**config.mk**
```make
export PLATFORM = sky130hd
export DESIGN_NAME = video_colorizer
export DESIGN_NICKNAME = d
export VERILOG_FILES = /design/src/rtl/video_pkg.sv /design/src/rtl/video_palette.sv /design/src/rtl/video_colorizer.sv
export SDC_FILE = /design/constraint.sdc
export NUM_CORES = 1
export LEC_CHECK = 0
export CORE_MARGIN = 8
export CORE_UTILIZATION = 45
export DETAILED_ROUTE_END_ITERATION = 6
export DONT_BUFFER_PORTS = 1
export PLACE_DENSITY = 0.69
export SKIP_CTS_REPAIR_TIMING = 1
export SLEW_MARGIN = 40
export SYNTH_ARGS = -nofsm -noshare
export SYNTH_HDL_FRONTEND = slang
export SYNTH_SLANG_ARGS = --single-unit
```
**constraint.sdc**
```tcl
create_clock -name clk -period 2.4 [get_ports clk]
set_input_delay 0.24 -clock clk [delete_from_list [all_inputs] [get_ports clk]]
set_output_delay 0.24 -clock clk [all_outputs]
set_load 0.05 [all_outputs]
```
**src/rtl/video_pkg.sv**
```systemverilog
// Shared video types: colour-map mode encodings and 8-bit pixel/RGB types.
package video_pkg;

  typedef logic [7:0] pixel_t;

  typedef enum logic [1:0] {
    MODE_GREEN = 2'd0,
    MODE_AMBER = 2'd1,
    MODE_GREY  = 2'd2,
    MODE_CYAN  = 2'd3
  } mode_e;

  typedef struct packed {
    pixel_t r;
    pixel_t g;
    pixel_t b;
  } rgb_t;

endpackage

```
**src/rtl/video_palette.sv**
```systemverilog
// Combinational colour map: intensity plus mode select to an RGB triple.
module video_palette
  import video_pkg::*;
(
  input  logic [1:0] mode_i,
  input  pixel_t     video_i,
  output rgb_t       rgb_o
);

  logic [9:0] amber_w;

  always_comb begin
    amber_w = ({2'b00, video_i} << 1) + {2'b00, video_i};
    rgb_o   = '0;
    case (mode_e'(mode_i))
      MODE_GREEN: rgb_o = '{r: '0,      g: video_i,       b: '0};
      MODE_AMBER: rgb_o = '{r: video_i, g: amber_w[9:2],  b: '0};
      MODE_GREY:  rgb_o = '{r: video_i, g: video_i,       b: video_i};
      MODE_CYAN:  rgb_o = '{r: '0,      g: video_i,       b: video_i};
      default:    rgb_o = '0;
    endcase
  end

endmodule

```
**src/rtl/video_colorizer.sv**
```systemverilog
// Two-stage ce_pix-qualified colourizer with blank forcing and frame counter.
// Optional scanline darkening is built when VIDEO_COLORIZER_SCANLINE_EN is defined.
module video_colorizer
  import video_pkg::*;
#(
  parameter int unsigned SCAN_SHIFT = 1
) (
  input  logic       clk,
  input  logic       reset,
  input  logic       ce_pix,
  input  logic       scandouble,
  input  logic [1:0] mode,
  input  logic       hblank,
  input  logic       hsync,
  input  logic       vblank,
  input  logic       vsync,
  input  logic [7:0] video,
  output logic       ce_pix_o,
  output logic       hblank_o,
  output logic       hsync_o,
  output logic       vblank_o,
  output logic       vsync_o,
  output logic       de_o,
  output logic [7:0] r_o,
  output logic [7:0] g_o,
  output logic [7:0] b_o,
  output logic [7:0] frame_o
);

  rgb_t   pal_rgb;
  rgb_t   s1_rgb_q;
  logic   s1_hb_q, s1_hs_q, s1_vb_q, s1_vs_q, s1_de_q, s1_dark_q;
  logic   dark_d;

  rgb_t   s2_rgb_q, s2_rgb_d;
  logic   s2_hb_q, s2_hs_q, s2_vb_q, s2_vs_q, s2_de_q;
  logic   ce_q;
  pixel_t frame_q;

  video_palette u_palette (
    .mode_i  (mode),
    .video_i (video),
    .rgb_o   (pal_rgb)
  );

`ifdef VIDEO_COLORIZER_SCANLINE_EN
  logic parity_q, parity_d;

  // Stage-1 timing registers double as the previous-sample edge detectors.
  always_comb begin
    parity_d = parity_q;
    if (vblank && !s1_vb_q)
      parity_d = 1'b0;
    else if (hblank && !s1_hb_q)
      parity_d = ~parity_q;
  end

  always_ff @(posedge clk) begin
    if (reset)
      parity_q <= 1'b0;
    else if (ce_pix)
      parity_q <= parity_d;
  end

  assign dark_d = scandouble & parity_q;
`else
  logic unused_scandouble;
  assign unused_scandouble = scandouble;
  assign dark_d = 1'b0;
`endif

  always_comb begin
    s2_rgb_d = s1_rgb_q;
    if (s1_dark_q) begin
      s2_rgb_d.r = s1_rgb_q.r >> SCAN_SHIFT;
      s2_rgb_d.g = s1_rgb_q.g >> SCAN_SHIFT;
      s2_rgb_d.b = s1_rgb_q.b >> SCAN_SHIFT;
    end
    if (s1_hb_q || s1_vb_q)
      s2_rgb_d = '0;
  end

  always_ff @(posedge clk) begin
    if (reset) begin
      ce_q      <= 1'b0;
      s1_rgb_q  <= '0;
      s1_hb_q   <= 1'b0;
      s1_hs_q   <= 1'b0;
      s1_vb_q   <= 1'b0;
      s1_vs_q   <= 1'b0;
      s1_de_q   <= 1'b0;
      s1_dark_q <= 1'b0;
      s2_rgb_q  <= '0;
      s2_hb_q   <= 1'b0;
      s2_hs_q   <= 1'b0;
      s2_vb_q   <= 1'b0;
      s2_vs_q   <= 1'b0;
      s2_de_q   <= 1'b0;
      frame_q   <= '0;
    end else begin
      ce_q <= ce_pix;
      if (ce_pix) begin
        s1_rgb_q  <= pal_rgb;
        s1_hb_q   <= hblank;
        s1_hs_q   <= hsync;
        s1_vb_q   <= vblank;
        s1_vs_q   <= vsync;
        s1_de_q   <= ~(hblank | vblank);
        s1_dark_q <= dark_d;
        s2_rgb_q  <= s2_rgb_d;
        s2_hb_q   <= s1_hb_q;
        s2_hs_q   <= s1_hs_q;
        s2_vb_q   <= s1_vb_q;
        s2_vs_q   <= s1_vs_q;
        // de travels with its pixel so reset bubbles never report active video.
        s2_de_q   <= s1_de_q;
        if (vsync && !s1_vs_q)
          frame_q <= frame_q + 8'd1;
      end
    end
  end

  assign ce_pix_o = ce_q;
  assign hblank_o = s2_hb_q;
  assign hsync_o  = s2_hs_q;
  assign vblank_o = s2_vb_q;
  assign vsync_o  = s2_vs_q;
  assign de_o     = s2_de_q;
  assign r_o      = s2_rgb_q.r;
  assign g_o      = s2_rgb_q.g;
  assign b_o      = s2_rgb_q.b;
  assign frame_o  = frame_q;

endmodule

```
==> results.yml <==
pwr:
  p_per_area_nw_per_um2: 740
  p_leak_nw: 1.26
  ir_worst_vdd_uv: 513
logic_synthesis:
  async_reset_ff_share_pct: 0
  syn-num-nets: 364
  yosys.area.top_type: "dfxtp_1"
  ys_ff_latch: 67
  netlist_instances: 337
  synth.avg_cell_area_um2: 8.65
  yosysUniqueCellTypes: 42
  ys_seq_area_share_pct: 46.0
  synth_top_area_share_pct: 46.0
  synth_area_um2: 2910
  synth_edf_count: 0
  yosys_most_used_dff: "dfxtp_1"
  synthTopCellsByArea: "dfxtp_1, a21oi_1, nor2_1"
  yosysWarnings: 0
global_routing:
  grt_remaining_overflow: 0
  antenna_found_initial: 0
  grt_max_degree: 79
  gr-usage-all-layers_pct: 14.3
  grt_pass1_wl_mm: 10.4
  grt_pass1_vias: 2090
place:
  portBuffers: 0
  place_area_um2: 2960
  gp_congestion: 0.837
  dp_hpwl_mm: 4.02
clock_tree:
  cts_buffers: 9
  cts_sinks: 67
  ctsRootBufferMaster: "clkbuf_8"
  cts_tree: "yes"
  htreeDepth: 3
  clk-insertion-delay-late_ps: 340
  path_clk_slew_ps: 70
  cts_buffer_depth: 2
timing:
  tightest_slew_ps: 716
  hold_viol_final: 0
  setup_viol: 0
  finalCritPeriodShare_pct: 72.7
  fmax_mhz: 573
  rsz0062_at_grt: "false"
  drv_slew: 0
  fin_skew_ps: 5.16
  hold_ws_ps: 40.6
  fin_tns_setup_ps: 0
  max-slew-margin-rel_pct: 52.1
  min_period_ps: 1740
outcome:
  status: "finished, final reports clean"
route:
  wl_met1_mm: 2.91
  dr.pass1.iters: 4
  routed_wl_mm: 6.34
  drt_iter0_drc: 152
  viasPerCell: 5.29
  routed-wl-met3_um: 528
  avgRoutedWirePerCell_um: 15.3
  ant_nets: 0
  drcViolationCount: 0
  topRoutingLayerUsed: "met4"
  vias: 2191
  route.met2.wl_mm: 2.80
hold_path:
  hold_depth: 2
  min_from: "reset"
  worst_hold_path_type: "input port to flip-flop"
  min_to: "s1_rgb_q[14]"
setup_path:
  r2r_setup_slack_ps: 940
  slowest_delay_ps: 450
  cp.arrival_ps: 1970
  critical_path_peak_fanout: 7
  critPathCaptureType: "flip-flop"
  cp-startpoint: "video[1]"
  reg2regPathDepth: 4
  path_class: "input port to flip-flop"
  required_ps: 2620
  timing.rr.start: "frame_o[1]"
  crit_chain: "and2_1, fa_1, a211o_1, and3_4, or4b_1, a31oi_1, o32ai_1"
  start_kind: "input port"
  rr_endpoint: "frame_o[7]"
  critPathSlowestCell: "or4b_1"
die:
  start_util_pct: 46.2
  die-height_um: 96.5
  dieWidth_um: 96.5
  die-area_um2: 9310
  core_region_area_um2: 6310
  rows: 29
  pin_count: 56
cells_and_area:
  drive_gt1_share_pct: 7.42
  final_cell_mix: "dfxtp_1, nor2_1, a21oi_1"
  design_area_um2: 3190
  nets: 359
  fill_cells: 623
  diodes: 0
  mostFrequentLayoutCell: "dfxtp_1"
  area_delta_synth_final_pct: 9.49
flow_run:
  cap_violations: 0
==> report_power, final <==
group,total (mW),switching [mW],leakage [nW],internal [mW]
sequential,1.22,0.0700,0.546,1.15
clock,0.919,0.416,0.0991,0.503
combinational,0.219,0.119,0.619,0.100
total,2.36,0.605,1.26,1.76
==> worst max path at each step <==
stage                               to  slack [ps]  cells after the start
after floorplan           s1_rgb_q[13]         350                      7
after global placement    s1_rgb_q[13]         300                      7
after detailed placement  s1_rgb_q[13]         300                      7
after CTS                 s1_rgb_q[13]         670                      7
after global routing      s1_rgb_q[13]         580                      7
final                     s1_rgb_q[13]         660                      7
==> area by class of cell <==
type | instances | area (µm²) | share of cell area [%]
timing repair buffer | 6 | 67.6 | 2.12
multi-input combinational | 244 | 1480 | 46.3
clock inverter | 5 | 52.6 | 1.65
clock buffer | 11 | 141 | 4.43
sequential | 67 | 1340 | 42.0
tap | 77 | 96.3 | 3.02
inverter | 4 | 15.0 | 0.471
==> cell families (layout without fill, tap and decap cells) <==
| group | count (synthesis) | count (layout) | synth area share [%] |
|---|---|---|---|
| buf+inv | 26 | 26 | 3.48 |
| mux | 13 | 13 | 4.47 |
| simple gates | 143 | 143 | 24.9 |
| xor+xnor | 11 | 11 | 3.31 |
| compound gates | 68 | 68 | 13.7 |
| flops | 67 | 67 | 46.0 |
| fa+ha+maj | 9 | 9 | 4.12 |
==> worst max-delay path, delay by kind of cell <==
kind / cells / cell delay (ps)
and+or+nand+nor: 3 / 780
adders and majority gates: 1 / 410
AOI/OAI and AO/OA: 3 / 530
==> metrics by stage <==
step,instances,util (%),total power [mW],setup slack [ps]
after floorplan,337,-,1.44,348
after global placement,396,46.9,1.44,301
after detailed placement,396,46.9,1.44,302
after CTS,412,49.9,2.37,671
after global routing,414,50.5,2.47,579
final,414,50.5,2.36,656
==> synth_stat cells (2+ instances only) <==
cell	number
and2_1	2
xnor2_1	5
nor2_1	56
nand2_1	11
mux2i_1	13
nand3_1	12
and3_1	3
clkbuf_1	19
ha_1	8
nor2b_1	33
nand4_1	2
dfxtp_1	67
a311oi_1	2
nor3_1	2
o21ai_0	5
nor4_1	2
a2111oi_0	2
buf_2	3
a211o_1	3
inv_1	4
a21oi_1	44
a31oi_1	2
xor2_1	6
nand2b_1	13
==> registers in the layout, indices dropped and copies added, names as in the netlist, 8 cells and up <==
| name | cells |
|---|---|
| s1_rgb_q | 24 |
| b_o | 8 |
| frame_o | 8 |
| g_o | 8 |
| r_o | 8 |
==> routing by layer <==
| layer | vias up | GRT usage [%] |
|---|---|---|
| met1 | 998 | 17.3 |
| met2 | 59 | 21.4 |
| met4 | 0 | 6.05 |
| li1 | 1125 | - |
| met3 | 9 | 6.72 |
| met5 | - | 0 |
Power figures use the tool's default switching activity.
